File: config.mk
export PLATFORM = sky130hd
export DESIGN_NAME = tristate_bus_ctrl
export DESIGN_NICKNAME = d
export VERILOG_FILES = /design/src/rtl/tristate_bus_ctrl_pkg.sv /design/src/rtl/tristate_bus_ctrl.sv
export SDC_FILE = /design/constraint.sdc
export NUM_CORES = 1
export LEC_CHECK = 0
export ABC_AREA = 1
export BUFFER_PORTS_ARGS = -buffer_cell sky130_fd_sc_hd__buf_4
export CELL_PAD_IN_SITES_DETAIL_PLACEMENT = 2
export CELL_PAD_IN_SITES_GLOBAL_PLACEMENT = 2
export CORE_UTILIZATION = 25
export CTS_CLUSTER_DIAMETER = 80
export DETAILED_ROUTE_END_ITERATION = 6
export PLACE_DENSITY = 0.73
export SLEW_MARGIN = 30
export SYNTH_ARGS = -nofsm -noshare
export SYNTH_HDL_FRONTEND = slang
export SYNTH_SLANG_ARGS = --single-unit
File: constraint.sdc
create_clock -name clk -period 2.2 [get_ports clk]
set_input_delay 0.33 -clock clk [delete_from_list [all_inputs] [get_ports clk]]
set_output_delay 0.33 -clock clk [all_outputs]
set_load 0.01 [all_outputs]
File: src/rtl/tristate_bus_ctrl_pkg.sv
// Shared definitions for the tristate pad bus sequencer:
// state encodings, counter width and parameter range helper.
package tristate_bus_ctrl_pkg;

    localparam int CNT_W = 4;
    localparam int CNT_MAX = (1 << CNT_W) - 1;

    localparam logic [1:0] S_IDLE     = 2'd0;
    localparam logic [1:0] S_WR_DRIVE = 2'd1;
    localparam logic [1:0] S_WR_TURN  = 2'd2;
    localparam logic [1:0] S_RD_WAIT  = 2'd3;

    function automatic bit cycles_ok(input int n);
        return (n >= 1) && (n <= CNT_MAX);
    endfunction

endpackage

File: src/rtl/tristate_bus_ctrl.sv
// Core-side sequencer for an IOBUF pad bus: turns single-beat
// read/write commands into drive, release and sample phases.
module tristate_bus_ctrl
    import tristate_bus_ctrl_pkg::*;
#(
    parameter int WIDTH       = 8,
    parameter int WR_CYCLES   = 2,
    parameter int RD_CYCLES   = 3,
    parameter int TURN_CYCLES = 1
) (
    input  logic             clk,
    input  logic             reset_n,
    input  logic             cmd_valid,
    output logic             cmd_ready,
    input  logic             cmd_write,
    input  logic [WIDTH-1:0] cmd_wdata,
    output logic             rsp_valid,
    output logic [WIDTH-1:0] rsp_rdata,
    output logic             busy,
    output logic [WIDTH-1:0] pad_i,
    output logic [WIDTH-1:0] pad_t,
    input  logic [WIDTH-1:0] pad_o
);

    if (!cycles_ok(WR_CYCLES) || !cycles_ok(RD_CYCLES) ||
        !cycles_ok(TURN_CYCLES)) begin : g_bad_param
        $error("tristate_bus_ctrl: cycle parameters must be 1..15");
    end

    localparam logic [CNT_W-1:0] WR_LOAD   = CNT_W'(WR_CYCLES - 1);
    localparam logic [CNT_W-1:0] RD_LOAD   = CNT_W'(RD_CYCLES - 1);
    localparam logic [CNT_W-1:0] TURN_LOAD = CNT_W'(TURN_CYCLES - 1);

    logic [1:0]       state_q, state_d;
    logic [CNT_W-1:0] cnt_q, cnt_d;
    logic             pad_t_q, pad_t_d;
    logic [WIDTH-1:0] pad_i_q, pad_i_d;
    logic             rsp_valid_q, rsp_valid_d;
    logic [WIDTH-1:0] rsp_rdata_q, rsp_rdata_d;
    logic             cnt_zero;

    assign cnt_zero = (cnt_q == '0);

    always_comb begin
        state_d     = state_q;
        cnt_d       = cnt_q;
        pad_t_d     = pad_t_q;
        pad_i_d     = pad_i_q;
        rsp_valid_d = 1'b0;
        rsp_rdata_d = rsp_rdata_q;
        unique case (state_q)
            S_IDLE: begin
                if (cmd_valid) begin
                    if (cmd_write) begin
                        state_d = S_WR_DRIVE;
                        cnt_d   = WR_LOAD;
                        pad_t_d = 1'b0;
                        pad_i_d = cmd_wdata;
                    end else begin
                        state_d = S_RD_WAIT;
                        cnt_d   = RD_LOAD;
                    end
                end
            end
            S_WR_DRIVE: begin
                if (cnt_zero) begin
                    state_d = S_WR_TURN;
                    cnt_d   = TURN_LOAD;
                    pad_t_d = 1'b1;
                end else begin
                    cnt_d = cnt_q - CNT_W'(1);
                end
            end
            S_WR_TURN: begin
                if (cnt_zero) begin
                    state_d     = S_IDLE;
                    rsp_valid_d = 1'b1;
                end else begin
                    cnt_d = cnt_q - CNT_W'(1);
                end
            end
            S_RD_WAIT: begin
                if (cnt_zero) begin
                    state_d     = S_IDLE;
                    rsp_valid_d = 1'b1;
                    rsp_rdata_d = pad_o;
                end else begin
                    cnt_d = cnt_q - CNT_W'(1);
                end
            end
            default: begin
                state_d = S_IDLE;
                cnt_d   = '0;
                pad_t_d = 1'b1;
            end
        endcase
    end

    // Reset releases the bus without waiting for a clock edge
    always_ff @(posedge clk or negedge reset_n) begin
        if (!reset_n) begin
            state_q     <= S_IDLE;
            cnt_q       <= '0;
            pad_t_q     <= 1'b1;
            pad_i_q     <= '0;
            rsp_valid_q <= 1'b0;
            rsp_rdata_q <= '0;
        end else begin
            state_q     <= state_d;
            cnt_q       <= cnt_d;
            pad_t_q     <= pad_t_d;
            pad_i_q     <= pad_i_d;
            rsp_valid_q <= rsp_valid_d;
            rsp_rdata_q <= rsp_rdata_d;
        end
    end

    // One flop fans out to every T pin so all bits switch together
    assign pad_t     = {WIDTH{pad_t_q}};
    assign pad_i     = pad_i_q;
    assign rsp_valid = rsp_valid_q;
    assign rsp_rdata = rsp_rdata_q;
    assign cmd_ready = (state_q == S_IDLE);
    assign busy      = (state_q != S_IDLE);

endmodule
[Word-level counts from Yosys, hierarchy flattened]
Cells that the tools add are included.
Word-level totals
  bits in latches: 0
  memories: 0
  input port bits: 20
  register bits: 24
  bits in read-only memories: 0
  output and inout port bits: 27
  RAM bits: 0
Cells by class
  bitwise gates (word level): 0
  muxes and demuxes: 16
  multipliers: 0
  equality and inequality tests: 8
  $lt $le $gt $ge: 0
  reduce and logical (&&, ||, !) cells: 10
  $add $sub $neg: 1
  div/mod/pow operators: 0
  shifts and indexed selects: 0
Operator list (number)
  two-way mux 4 bit: 3
  one-hot mux 4 bit (3 select lines): 1
  two-way mux 2 bit: 5
  != test 2 bit, second input constant: 3
  one-hot mux 2 bit (3 select lines): 1
  AND reduction 3 bit: 2
  two-way mux 1 bit: 5
  == test 2 bit, second input constant: 2
  logical NOT 4 bit: 1
  != test 2 x 1 -> 1 bit, second input constant: 2
  AND reduction 2 bit: 2
  AND reduction 4 bit: 1
  nonzero test 2 bit: 2
  subtractor 4 x 1 -> 4 bit, second input constant: 1
  == test 2 x 1 -> 1 bit, second input constant: 1
  logical NOT 2 bit: 1
  one-hot mux 1 bit (2 select lines): 1
  OR reduction 2 bit: 1

[Depth between registers and ports, before layout]
Gate-level depths: netlist of the first run.
  word-level depth: 4
  mapped depth: 7
  mapped depth without buffers: 7

[Worst setup path before layout of the first run]
Ideal clock, no wire load.
  path kind: register to register
  start point: reg cnt_q[0]
  end point: reg rsp_rdata_q[0] (netlist: rsp_rdata[0])
  cell stages (with the launch flop): 7
  clock period less this slack: 1.239 ns
  data required time: 2.080 ns
  path buffers: 1
  slack: 0.961 ns
  arrival: 1.119 ns
  path through: dfrtp_1 -> inv_1 -> ha_1 -> nand3_2 -> buf_6 -> o21ai_1 -> nand2_1
Between the ends
  word-level cells in the longest chain between the ends: 2
Ends and longest elaborated chain
  start: declaration: RTL line tristate_bus_ctrl.sv:35  | logic [CNT_W-1:0] cnt_q, cnt_d;
  start signal: assignment: RTL line tristate_bus_ctrl.sv:110  | cnt_q <= cnt_d;
  logical NOT 4 bit: RTL line tristate_bus_ctrl.sv:42  | assign cnt_zero = (cnt_q == '0);
  AND reduction 2 bit (no line)
  end signal: assignment: RTL line tristate_bus_ctrl.sv:114  | rsp_rdata_q <= rsp_rdata_d;
  end: declaration: RTL line tristate_bus_ctrl.sv:39  | logic [WIDTH-1:0] rsp_rdata_q, rsp_rdata_d;
Every way passes these cells.
A chain may end at the register's enable or synchronous reset.

[Final worst setup path of the first run]
  start point: reg cnt_q[0]
  end point: reg cnt_q[0]
Between the ends
  word-level cells in the longest chain between the ends: 3
  elaborated cells on any way between the ends: 7
  classes of those cells: 1 x add/sub; 1 x eq/ne; 3 x mux; 2 x reduce/logical
Ends and longest elaborated chain (RTL line)
  subtractor 4 x 1 -> 4 bit / logical NOT 4 bit (equally long branches)
  two-way mux 4 bit (tied with other cells): tristate_bus_ctrl.sv:75, tristate_bus_ctrl.sv:83
  one-hot mux 4 bit (3 select lines) / AND reduction 2 bit (equally long branches)
Several ways; a longest one is shown, not always the timed one. The select of a mux whose other input is x is not followed.

==> out/qor.log, run 1 <==
qor: run_status.outcome complete, but fails checks
qor: run_status.violations_in_the_final_reports design-rule violations
qor: timing.min_period 1.64 ns
qor: layout.finalCoreUtilization 0.352
qor: floorplanning.io_pins 47
qor: floorplanning.dieHeight 71.2 um
qor: global_route.grt_antenna_before_repair 0
qor: route.antenna_left 0
qor: setup_path.timing.critical_path.to_type flip-flop
qor: setup_path.worst-endpoint-arrival 1.81 ns
qor: yosys.synth_top_cell_by_area sky130_fd_sc_hd__dfrtp_1
qor: setup_path.crit_required 2.37 ns
qor: layout.finish.instance_area 1570 um^2
qor: yosys.number_of_enable_flip_flop_cells_after_synthesis 0
qor: power.clock_power_share 0.125
qor: layout.filler_cell_count 519
qor: timing.period_share 0.744
qor: layout.multi_input_comb_area 435 um^2
qor: clocking.cts_post_setup_buffers_inserted 0
qor: global_route.pin_count_of_the_biggest_net_entering_global_routing 25
qor: clocking.clock_latency 0.27 ns
qor: timing.timing.final.setup_violations 0
qor: layout.insertedDiodeCount 0
qor: clocking.tritoncts_clock_tree done
qor: yosys.post_synth.cell_area_avg 8.67 um^2
qor: timing.clock-skew-final 0.00348 ns
qor: global_route.first_global_vias 1157
qor: power.p_sw 935 uW
qor: global_route.grt_overflow 0
qor: hold_path.holdCritStartpoint pad_o[5]
qor: route.detail_routed_net_length_per_standard_cell 13.4 um
qor: power.power_switching_share 0.420
qor: placement.placement.cell_area 1520 um^2
qor: route.first_pass_iters 6
qor: route.route.vias.total 1014
qor: placement.port_buffers 46
qor: layout.area_growth 31.6%
qor: clocking.cts_buffer_depth 2
qor: timing.maxSlewViolCount 0
qor: yosys.synth_top_cells_by_count 47 x sky130_fd_sc_hd__nand2_1, 23 x sky130_fd_sc_hd__dfrtp_1, 19 x sky130_fd_sc_hd__inv_1
qor: setup_path.critPathLaunchType flip-flop
qor: yosys.synth_sequential_area_ratio 0.503
qor: placement.place.detailed.hpwl 2400 um
qor: global_route.grt_usage 0.135
qor: yosys.netlist_instances 138
qor: yosys.async_flop_share 1.00
qor: power.ir_worst_vdd 0.383 mV
qor: clocking.cts_sinks 24
qor: floorplanning.coreArea 4470 um^2
qor: yosys.synth_fp_nets 159
qor: clocking.root_driver sky130_fd_sc_hd__clkbuf_8
qor: power.power_frac_seq 0.367
qor: yosys.yosys_register_bits 24
qor: global_route.busiest_grt_layer met2
qor: layout.ff_latch_area 602 um^2
qor: yosys.yosys_warnings 0
qor: global_route.grt_first_pass_wirelength 5350 um
qor: timing.max_clock_freq 611 MHz
qor: layout.share_of_final_layout_standard_cells_stronger_than_drive_strength_1 0.365
qor: hold_path.holdCritPathClass in2reg
qor: timing.final_hold_viol_count 0
qor: setup_path.crit_fanout 12
qor: timing.worst_pin_slew 0.404 ns
qor: yosys.ys_top_cells_by_area sky130_fd_sc_hd__dfrtp_1 48%, sky130_fd_sc_hd__nand2_1 15%, sky130_fd_sc_hd__inv_1 6.0%
qor: power.power.internal 1.29 mW
qor: power.leakage_power 0.851 nW
qor: global_route.grt.met2_usage 0.238
qor: setup_path.worst_r2r_startpoint cnt_q[0]
qor: floorplanning.die_area 5070 um^2
qor: timing.fin_tns_setup 0 ns
qor: power.power-per-cell-area 1420 nW/um^2
qor: yosys.synth.cell_area 1200 um^2
qor: clocking.cts_inserted_buffers 3
qor: yosys.post-synth-top-count-cell sky130_fd_sc_hd__nand2_1
qor: route.avgViaCountPerCell 4.41
qor: timing.rsz0062_at_grt false
qor: placement.finalWeightedCongestion 0.768
qor: clocking.cts.reportedPaths.clkPinSlew 0.09 ns
qor: timing.slew-limit-headroom 0.730
qor: job.maxCapViolations 0
qor: setup_path.path_class reg2reg
qor: yosys.synth_top_cell_area_share 0.481
qor: yosys.synth_ff_type sky130_fd_sc_hd__dfrtp_1
qor: clocking.ctsHtreeMaxLevel 1
qor: route.drt_wl_total 3070 um
qor: power.power.combinational.fraction 0.508
qor: global_route.grt_use_met1 0.160
qor: route.detail_route.iter0.violations 34
qor: layout.design.final.nets 200
qor: power.totalPowerFinal 2.23 mW
qor: floorplanning.effective_utilization_at_floorplan 0.267
qor: floorplanning.floorplan.die.width 71.2 um
qor: route.drc 2
qor: floorplanning.placement_rows 24
qor: global_route.use_met3 0.0313
qor: setup_path.crit_start cnt_q[0]
qor: yosys.synth.lib_cells_used.distinct 21
[power by group through the flow]
| stage | clock [mW] | combinational, mW | sequential, mW |
|---|---|---|---|
| after floorplan | 0 | 0.656 | 0.871 |
| after global placement | 0 | 1.10 | 0.818 |
| after detailed placement | 0 | 1.16 | 0.829 |
| after CTS | 0.288 | 1.16 | 0.823 |
| after global routing | 0.306 | 1.27 | 0.851 |
| final | 0.279 | 1.13 | 0.817 |
[per-stage QoR]
stage                     setup WS, ns  std cells  hold slack [ns]
after floorplan                  0.961        138           0.0344
after global placement           0.727        225            0.254
after detailed placement         0.555        225            0.257
after CTS                        0.543        230            0.257
after global routing             0.401        230            0.266
final                            0.564        230            0.258
[worst paths after layout]
path | end | slack, ns | cells past startpoint
max in group asynchronous | pad_t_q | 1.42 | 2
min in group asynchronous | rsp_valid | 0.50 | 2
worst min-delay path | rsp_rdata[5] | 0.26 | 3
worst max register to register | cnt_q[0] | 0.56 | 7
worst min register to register | pad_i[4] | 0.49 | 2
worst max-delay path | cnt_q[0] | 0.56 | 7
[kinds of logic after synthesis]
logic type | after synthesis | synth area share
flops | 24 | 0.503
xor+xnor | 1 | 0.00732
compound gates | 19 | 0.108
simple gates | 63 | 0.238
fa+ha+maj | 1 | 0.0105
buf+inv | 30 | 0.133
[layout by cell type (no fill, tap or decap)]
| cell type | Yosys | routed |
|---|---|---|
| sky130_fd_sc_hd__o21ai_1 | 8 | 8 |
| sky130_fd_sc_hd__o22ai_1 | 1 | 1 |
| sky130_fd_sc_hd__nand2_2 | 2 | 2 |
| sky130_fd_sc_hd__clkbuf_8 | 0 | 3 |
| sky130_fd_sc_hd__inv_1 | 19 | 19 |
| sky130_fd_sc_hd__o21a_1 | 1 | 1 |
| sky130_fd_sc_hd__xor2_1 | 1 | 1 |
| sky130_fd_sc_hd__dlygate4sd3_1 | 0 | 1 |
| sky130_fd_sc_hd__nor2_2 | 1 | 1 |
| sky130_fd_sc_hd__dfstp_2 | 1 | 1 |
| sky130_fd_sc_hd__nor2_1 | 4 | 4 |
| sky130_fd_sc_hd__nand3_2 | 1 | 1 |
| sky130_fd_sc_hd__nand3_4 | 1 | 1 |
| sky130_fd_sc_hd__buf_4 | 8 | 46 |
| sky130_fd_sc_hd__a21oi_1 | 1 | 1 |
| sky130_fd_sc_hd__nand2_1 | 47 | 47 |
| sky130_fd_sc_hd__nand3_1 | 5 | 5 |
| sky130_fd_sc_hd__nor2_4 | 2 | 2 |
| sky130_fd_sc_hd__dfrtp_1 | 23 | 23 |
| sky130_fd_sc_hd__ha_1 | 1 | 1 |
| sky130_fd_sc_hd__o21ai_2 | 8 | 8 |
| sky130_fd_sc_hd__clkbuf_1 | 0 | 1 |
[layout make-up]
class,instances,share of cell area
Tap cell,52,0.0413
Multi-Input combinational cell,84,0.277
Clock buffer,4,0.0286
Timing Repair Buffer,47,0.226
Inverter,19,0.0453
Sequential cell,24,0.382
[registers in the layout, indices dropped and copies added, names as in the netlist]
register / flops
rsp_valid: 1
pad_i: 8
pad_t_q: 1
state_q: 2
rsp_rdata: 8
cnt_q: 4
[worst max-delay path, stage by stage, from the launching register on]
cell                      delay (ns)
sky130_fd_sc_hd__dfrtp_1        0.37
sky130_fd_sc_hd__inv_1          0.14
sky130_fd_sc_hd__ha_1           0.27
sky130_fd_sc_hd__nand3_2        0.29
sky130_fd_sc_hd__nand2_1        0.26
sky130_fd_sc_hd__nand2_1        0.09
sky130_fd_sc_hd__nand2_1        0.07
sky130_fd_sc_hd__nand2_1        0.05
[repair_timing]
action | in CTS | in global routing
resized for setup | 0 | 0
hold endpoints to repair | 23 | 0
endpoints found under the setup margin | 0 | 0
hold buffers | 1 | 0
[metal layers]
| layer | up-vias | wire length (um) | share of wire |
|---|---|---|---|
| met5 | - | 0 | 0 |
| met4 | 0 | 34 | 0.011 |
| met3 | 4 | 164 | 0.053 |
| met2 | 33 | 1520 | 0.49 |
| met1 | 482 | 1360 | 0.44 |
| li1 | 495 | - | - |
Power figures use the tool's default switching activity.
==> inputs of run 2 (changes only) <==
--- a/config.mk
+++ b/config.mk
@@ -5,14 +5,14 @@
 export SDC_FILE = /design/constraint.sdc
 export NUM_CORES = 1
 export LEC_CHECK = 0
-export ABC_AREA = 1
+export ABC_AREA = 0
 export BUFFER_PORTS_ARGS = -buffer_cell sky130_fd_sc_hd__buf_4
 export CELL_PAD_IN_SITES_DETAIL_PLACEMENT = 2
 export CELL_PAD_IN_SITES_GLOBAL_PLACEMENT = 2
 export CORE_UTILIZATION = 25
 export CTS_CLUSTER_DIAMETER = 80
 export DETAILED_ROUTE_END_ITERATION = 6
-export PLACE_DENSITY = 0.73
+export PLACE_DENSITY = 0.66
 export SLEW_MARGIN = 30
 export SYNTH_ARGS = -nofsm -noshare
 export SYNTH_HDL_FRONTEND = slang
==> constraint.sdc (replaced) <==
create_clock -name clk -period 1.7 [get_ports clk]
set_input_delay 0.255 -clock clk [delete_from_list [all_inputs] [get_ports clk]]
set_output_delay 0.255 -clock clk [all_outputs]
set_load 0.01 [all_outputs]
==> run 2 against run 1 <==
  * The run now ends clean
  * Maximum frequency is 0.96% lower
  * Utilization grew 0.11 points
  * Area after synthesis shrank 3.3%
  * Highest routed layer unchanged
  * Clock-buffer cell count is the same
  * Hold slack got worse by 0.042 ns
  * Cell count shrank 22%
  * Clock power rose by 23%
==> out/qor.log, run 2 <==
qor: floorplanning.die_area 4900 um^2 [-3.2%]
qor: clocking.cts_inserted_buffers 3 [unchanged]
qor: clocking.root_driver sky130_fd_sc_hd__clkbuf_8
qor: timing.clock-skew-final 0.00633 ns [+0.00285 ns]
qor: yosys.synth_top_cell_by_area sky130_fd_sc_hd__dfrtp_1
qor: layout.share_of_final_layout_standard_cells_stronger_than_drive_strength_1 0.602 [+0.236]
qor: placement.placement.cell_area 1490 um^2 [-1.9%]
qor: yosys.async_flop_share 1.00 [unchanged]
qor: setup_path.timing.critical_path.slowest_stage_cell sky130_fd_sc_hd__dfrtp_1
qor: yosys.yosys_warnings 0 [unchanged]
qor: timing.period_share 0.972 [+0.228]
qor: setup_path.timing.critical_path.to_type flip-flop
qor: floorplanning.floorplan.die.width 70.0 um [-1.6%]
qor: timing.timing.final.setup_violations 0 [unchanged]
qor: placement.finalWeightedCongestion 0.735 [-4.4%]
qor: setup_path.critPathLaunchType flip-flop
qor: layout.mostFrequentLayoutCells 48 x sky130_fd_sc_hd__buf_4, 23 x sky130_fd_sc_hd__dfrtp_1, 8 x sky130_fd_sc_hd__mux2_4, 8 x sky130_fd_sc_hd__mux2_2
qor: clocking.cts_buffer_depth 2 [unchanged]
qor: power.leakage_power 0.742 nW [-13%]
qor: floorplanning.placement_rows 24 [unchanged]
qor: setup_path.path_class reg2reg
qor: placement.placedCellCount 175 [-22%]
qor: layout.insertedDiodeCount 0 [unchanged]
qor: timing.maxSlewViolCount 0 [unchanged]
qor: route.route.vias.total 798 [-21%]
qor: yosys.ys_top_cells_by_area sky130_fd_sc_hd__dfrtp_1 50%, sky130_fd_sc_hd__mux2_4 10%, sky130_fd_sc_hd__mux2_2 7.8%
qor: route.detail_routed_net_length_per_standard_cell 15.3 um [+15%]
qor: setup_path.crit_fanout 8 [-4]
qor: floorplanning.dieHeight 70.0 um [-1.6%]
qor: power.clock_power_share 0.114 [-0.011]
qor: power.totalPowerFinal 3.01 mW [+35%]
qor: power.p_sw 1.06 mW [+14%]
qor: yosys.yosys_register_bits 24 [unchanged]
qor: yosys.synth_fp_nets 106 [-33%]
qor: route.first_pass_iters 2 [-4]
qor: timing.max_clock_freq 605 MHz [-0.96%]
qor: clocking.ctsHtreeMaxLevel 1 [unchanged]
qor: yosys.synth_top_cell_area_share 0.498 [+0.0167]
qor: yosys.synth_ff_type sky130_fd_sc_hd__dfrtp_1
qor: power.power-per-cell-area 1930 nW/um^2 [+37%]
qor: setup_path.path_delay_family simple AND/OR/NAND/NOR gates
qor: route.avgViaCountPerCell 4.43 [+0.56%]
qor: yosys.synth.lib_cells_used.distinct 28 [+33%]
qor: clocking.tritoncts_clock_tree done
qor: power.power_switching_share 0.353 [-0.0671]
qor: yosys.synth_sequential_area_ratio 0.521 [+0.0174]
qor: route.drc 0 [-2]
qor: setup_path.worst_path_cell_chain inv_1 -> ha_4 -> nor3b_4 -> and3_4 -> mux2_4
qor: global_route.first_global_vias 895 [-23%]
qor: floorplanning.io_pins 47 [unchanged]
qor: floorplanning.effective_utilization_at_floorplan 0.262 [-0.00543]
qor: timing.min_period 1.65 ns [+0.0159 ns]
qor: layout.area_growth 34.7%
qor: run_status.outcome finished, final reports clean
qor: setup_path.timing.critical_path.slowest_cell_delay 0.41 ns [+0.04 ns]
qor: yosys.synth.cell_area 1160 um^2 [-3.3%]
qor: setup_path.worstPathBufferInverterCount 1 [unchanged]
qor: global_route.grt_overflow 0 [unchanged]
qor: layout.filler_cell_count 476 [-8.3%]
qor: power.ir_worst_vdd 0.635 mV [+66%]
qor: floorplanning.coreArea 4410 um^2 [-1.3%]
qor: clocking.clock_latency 0.26 ns [about the same]
qor: timing.smallest_setup_slack_after_layout 0.0481 ns [-0.516 ns]
qor: yosys.synth_top_cells_by_count 23 x sky130_fd_sc_hd__dfrtp_1, 8 x sky130_fd_sc_hd__buf_4, 8 x sky130_fd_sc_hd__mux2_2, 8 x sky130_fd_sc_hd__mux2_4
qor: layout.finish.instance_area 1560 um^2 [-1.0%]
qor: job.maxCapViolations 0 [unchanged]
qor: hold_path.holdCritPathClass in2reg
qor: yosys.post-synth-top-count-cell sky130_fd_sc_hd__dfrtp_1
qor: yosys.number_of_enable_flip_flop_cells_after_synthesis 0 [unchanged]
qor: layout.final_common_cell sky130_fd_sc_hd__buf_4
qor: clocking.cts.reportedPaths.clkPinSlew 0.09 ns [about the same]
qor: global_route.grt_antenna_before_repair 0 [unchanged]
qor: global_route.grt_usage 0.117 [-0.0175]
qor: timing.fin_hold_ws 0.216 ns [-0.0422 ns]
qor: global_route.grt_first_pass_wirelength 4470 um [-16%]
qor: timing.slew-limit-headroom 0.766 [+0.0358]
qor: placement.setup_slack_after_placement 0.0256 ns [-0.529 ns]
qor: route.drt_wl_total 2760 um [-10%]
qor: setup_path.worst-endpoint-arrival 1.80 ns [about the same]
qor: route.detail_route.iter0.violations 22 [-35%]
qor: timing.final_hold_viol_count 0 [unchanged]
qor: setup_path.crit_required 1.85 ns [-0.52 ns]
qor: power.power.combinational.fraction 0.519 [+0.011]
qor: yosys.netlist_instances 85 [-38%]
qor: power.power_frac_seq 0.368 [about the same]
qor: placement.place.detailed.hpwl 2040 um [-15%]
qor: placement.port_buffers 46 [unchanged]
qor: yosys.post_synth.cell_area_avg 13.6 um^2 [+57%]
qor: power.power.internal 1.95 mW [+51%]
qor: layout.stdcell_count 180 [-22%]
qor: global_route.pin_count_of_the_biggest_net_entering_global_routing 25 [unchanged]
qor: timing.worst_pin_slew 0.351 ns [-0.0533 ns]
qor: layout.design.final.nets 150 [-25%]
qor: clocking.cts_sinks 24 [unchanged]
qor: route.antenna_left 0 [unchanged]
## run 2: cell types whose count changed in the layout (fill, tap and decap cells not counted), moves of 4 or more
cell	before	now
sky130_fd_sc_hd__o21ai_1	8	0
sky130_fd_sc_hd__nand3_1	5	0
sky130_fd_sc_hd__o21ai_2	8	0
sky130_fd_sc_hd__inv_1	19	4
sky130_fd_sc_hd__mux2_4	0	8
sky130_fd_sc_hd__mux2_2	0	8
sky130_fd_sc_hd__o21ai_0	0	4
sky130_fd_sc_hd__nand2_1	47	2
## run 2: layout make-up
class,instances,area [um^2],area share
Sequential cell,24,602,0.386
Clock buffer,4,45.0,0.0289
Tap cell,52,65.1,0.0418
Multi-Input combinational cell,46,457,0.293
Inverter,5,18.8,0.0120
Timing Repair Buffer,49,370,0.238
## run 2: logic make-up after synthesis
family / Yosys count / synth area share
AOI/OAI and AO/OA: 11 / 0.0660
adders and majority gates: 1 / 0.0108
buffers and inverters: 15 / 0.0952
muxes: 17 / 0.190
DFF: 24 / 0.521
and+or+nand+nor: 17 / 0.117
## run 2: worst register-to-register path, delay by kind of cell (launching register included)
kind                     cells  cell delay (ns)
adder cells (fa/ha/maj)      1             0.17
buffers and inverters        1             0.12
flip-flops                   1             0.41
multiplexers                 1             0.32
AND/OR/NAND/NOR              2             0.50
## run 2: path summary, 6_finish.rpt
kind / start / endpoint / slack, ns / cells past startpoint
hold / removal: cmd_wdata[3] / pad_i[3] / 0.22 / 2
setup / recovery: cnt_q[0] / rsp_rdata[1] / 0.05 / 5
max in group asynchronous: reset_n / pad_t_q / 0.99 / 2
hold reg to reg: rsp_rdata[5] / rsp_rdata[5] / 0.52 / 1
setup reg to reg: cnt_q[0] / rsp_rdata[1] / 0.05 / 5
min in group asynchronous: reset_n / pad_i[5] / 0.42 / 2
## run 2: power groups by stage
| stage | Sequential (mW) | Combinational [mW] | Clock (mW) |
|---|---|---|---|
| CTS | 1.11 | 1.54 | 0.361 |
| finish | 1.11 | 1.56 | 0.343 |
| global placement | 1.10 | 1.48 | 0 |
| global route | 1.15 | 1.68 | 0.381 |
| detailed placement | 1.12 | 1.53 | 0 |
| floorplan | 1.14 | 0.916 | 0 |
## run 2: stage by stage
step | util | TNS [ns]
2_1_floorplan | - | 0
3_3_place_gp | 0.338 | 0
3_5_place_dp | 0.338 | 0
4_1_cts | 0.350 | 0
5_1_grt | 0.353 | -0.240
6_report | 0.353 | 0
## run 2: repair_timing
| action | 4_1_cts | 5_1_grt |
|---|---|---|
| hold buffers | 1 | 0 |
| hold endpoints to repair | 23 | 0 |
| setup buffers | 0 | 0 |
| setup endpoints to repair | 0 | 8 |
| gates resized for setup | 0 | 2 |
## run 2: layer usage
layer	global-route usage	vias up	share of wire
li1	-	376	-
met1	0.127	400	0.41
met2	0.223	20	0.54
met3	0.0361	2	0.042
met4	0.0200	0	0.0036
met5	0	-	0
==> inputs of run 3 (changes only) <==
--- a/config.mk
+++ b/config.mk
@@ -9,10 +9,10 @@
 export BUFFER_PORTS_ARGS = -buffer_cell sky130_fd_sc_hd__buf_4
 export CELL_PAD_IN_SITES_DETAIL_PLACEMENT = 2
 export CELL_PAD_IN_SITES_GLOBAL_PLACEMENT = 2
-export CORE_UTILIZATION = 25
+export CORE_UTILIZATION = 30
 export CTS_CLUSTER_DIAMETER = 80
 export DETAILED_ROUTE_END_ITERATION = 6
-export PLACE_DENSITY = 0.66
+export PLACE_DENSITY = 0.77
 export SLEW_MARGIN = 30
 export SYNTH_ARGS = -nofsm -noshare
 export SYNTH_HDL_FRONTEND = slang
==> run 3 against run 2 <==
  * Sequential power about the same
  * Die area decreased by 16%
  * Hold slack got worse by 0.0069 ns
  * Register-to-register slack improved by 0.04 ns
  * Critical endpoint is now rsp_rdata[2]
==> out/qor.log, run 3 (synthesis gave the netlist of run 2 again) <==
qor: floorplanning.dieHeight 64.1 um [-8.5%]
qor: route.detail_routed_net_length_per_standard_cell 15.2 um [-0.63%]
qor: timing.slew-limit-headroom 0.788 [+0.0216]
qor: layout.design.final.nets 151 [+0.67%]
qor: timing.worst_pin_slew 0.319 ns [-0.0323 ns]
qor: route.drt_wl_total 2700 um [-2.3%]
qor: global_route.first_global_vias 900 [+0.56%]
qor: clocking.cts.reportedPaths.clkPinSlew 0.09 ns [about the same]
qor: placement.place.detailed.hpwl 2000 um [-2.3%]
qor: setup_path.worstPathBufferInverterCount 1 [unchanged]
qor: timing.clock-skew-final 0.00280 ns [-0.00353 ns]
qor: route.avgViaCountPerCell 4.60 [+3.9%]
qor: floorplanning.io_pins 47 [unchanged]
qor: layout.share_of_final_layout_standard_cells_stronger_than_drive_strength_1 0.612 [+0.0108]
qor: placement.port_buffers 46 [unchanged]
qor: setup_path.timing.critical_path.slowest_stage_cell sky130_fd_sc_hd__dfrtp_1
qor: setup_path.path_delay_family simple AND/OR/NAND/NOR gates
qor: clocking.tritoncts_clock_tree done
qor: setup_path.timing.critical_path.to_type flip-flop
qor: timing.fin_tns_setup 0 ns [unchanged]
qor: global_route.grt_first_pass_wirelength 4490 um [+0.45%]
qor: clocking.ctsHtreeMaxLevel 1 [unchanged]
qor: placement.finalWeightedCongestion 0.749 [+1.9%]
qor: timing.timing.final.setup_violations 0 [unchanged]
qor: global_route.grt_usage 0.145 [+0.0279]
qor: layout.mostFrequentLayoutCells 49 x sky130_fd_sc_hd__buf_4, 23 x sky130_fd_sc_hd__dfrtp_1, 8 x sky130_fd_sc_hd__mux2_4, 8 x sky130_fd_sc_hd__mux2_2
qor: layout.finalCoreUtilization 0.430 [+0.0772]
qor: global_route.pin_count_of_the_biggest_net_entering_global_routing 25 [unchanged]
qor: layout.stdcell_count 177 [-1.7%]
qor: layout.final_common_cell sky130_fd_sc_hd__buf_4
qor: timing.maxSlewViolCount 0 [unchanged]
qor: timing.max_clock_freq 622 MHz [+2.8%]
qor: clocking.cts_inserted_buffers 3 [unchanged]
qor: timing.final_hold_viol_count 0 [unchanged]
qor: route.antenna_left 0 [unchanged]
qor: route.first_pass_iters 2 [unchanged]
qor: global_route.grt_antenna_before_repair 0 [unchanged]
qor: floorplanning.floorplan.die.width 64.1 um [-8.5%]
qor: floorplanning.placement_rows 22 [-8.3%]
qor: setup_path.path_class reg2reg
qor: clocking.cts_sinks 24 [unchanged]
qor: timing.period_share 0.945 [-0.0262]
qor: power.leakage_power 0.760 nW [+2.4%]
qor: floorplanning.coreArea 3690 um^2 [-16%]
qor: run_status.outcome finished, final reports clean
qor: setup_path.worst_path_cell_chain inv_1 -> ha_4 -> nor3b_4 -> and3_4 -> mux2_4
qor: clocking.cts_buffer_depth 2 [unchanged]
qor: global_route.grt_overflow 0 [unchanged]
qor: route.route.vias.total 815 [+2.1%]
qor: layout.insertedDiodeCount 0 [unchanged]
qor: floorplanning.effective_utilization_at_floorplan 0.313 [+0.0515]
qor: setup_path.timing.critical_path.slowest_cell_delay 0.40 ns [about the same]
qor: placement.placedCellCount 171 [-2.3%]
qor: timing.fin_hold_ws 0.209 ns [-0.00692 ns]
qor: clocking.root_driver sky130_fd_sc_hd__clkbuf_8
qor: route.drc 0 [unchanged]
qor: power.ir_worst_vdd 0.613 mV [-3.3%]
qor: layout.area_growth 37.2%
qor: timing.min_period 1.61 ns [-0.0446 ns]
qor: setup_path.worst-endpoint-arrival 1.77 ns [-0.03 ns]
qor: timing.rsz0062_at_grt false
qor: hold_path.holdCritPathClass in2reg
qor: setup_path.crit_fanout 8 [unchanged]
qor: clocking.clock_latency 0.27 ns [about the same]
qor: power.power-per-cell-area 2000 nW/um^2 [+3.5%]
qor: route.detail_route.iter0.violations 17 [-23%]
qor: setup_path.worst-r2r-setup-slack 0.09 ns [+0.04 ns]
qor: setup_path.crit_required 1.86 ns [about the same]
qor: setup_path.critPathLaunchType flip-flop
qor: floorplanning.die_area 4110 um^2 [-16%]
qor: job.maxCapViolations 0 [unchanged]
-- run 3: cell count changes in the layout (fill, tap and decap cells not counted), sizes merged --
cell / previous run / this run
buf: 48 / 49
bufinv: 0 / 1
clkbuf: 4 / 3
-- run 3: layer usage --
layer / up-vias / GRT usage / wire length (um)
li1: 377 / - / -
met4: 0 / 0.0511 / 28
met2: 26 / 0.255 / 1430
met1: 409 / 0.175 / 1110
met5: - / 0 / 0
met3: 3 / 0.0268 / 130
-- run 3: cell type report --
class                      instances  area [um^2]
clock buffer                       3         41.3
clock inverter                     1         30.0
fill                             388         2100
inverter                           5         18.8
multi-input combinational         46          457
sequential                        24          602
tap                               48         60.1
timing repair buffer              50          378
-- run 3: worst reg2reg max path, cell delays in order, from the launching register on --
cell and delay, ns:
sky130_fd_sc_hd__dfrtp_1 0.40, sky130_fd_sc_hd__inv_1 0.12, sky130_fd_sc_hd__ha_4 0.16, sky130_fd_sc_hd__nor3b_4 0.19, sky130_fd_sc_hd__and3_4 0.31, sky130_fd_sc_hd__mux2_4 0.32
-- run 3: what timing repair did --
action	in CTS	in global routing
setup buffers	0	1
setup endpoints to repair	0	8
hold buffers	1	0
gates resized for setup	0	2
endpoints found under the hold margin	23	0
-- run 3: report_power, final --
part           switching, mW  internal (mW)  leakage [nW]  total, mW
Combinational          0.636          0.929         0.435       1.57
Sequential             0.244          0.857         0.290       1.10
Clock                  0.193          0.315        0.0357      0.508
-- run 3: final timing paths --
check                               end  depth (start not counted)     start
min in group asynchronous    state_q[1]                          2   reset_n
max                        rsp_rdata[2]                          5  cnt_q[1]
max reg2reg                rsp_rdata[2]                          5  cnt_q[1]
max in group asynchronous       pad_t_q                          2   reset_n
min reg2reg                    pad_i[1]                          1  pad_i[1]
min                        rsp_rdata[0]                          2  pad_o[0]
-- run 3: stage by stage --
step           total power, mW  cell area (um^2)  setup slack [ns]
6_report                  3.17              1590            0.0927
4_1_cts                   3.18              1570           0.00902
2_1_floorplan             2.06              1160            0.0607
3_3_place_gp              2.56              1490             0.125
3_5_place_dp              2.64              1490            0.0423
5_1_grt                   3.39              1590           0.00607
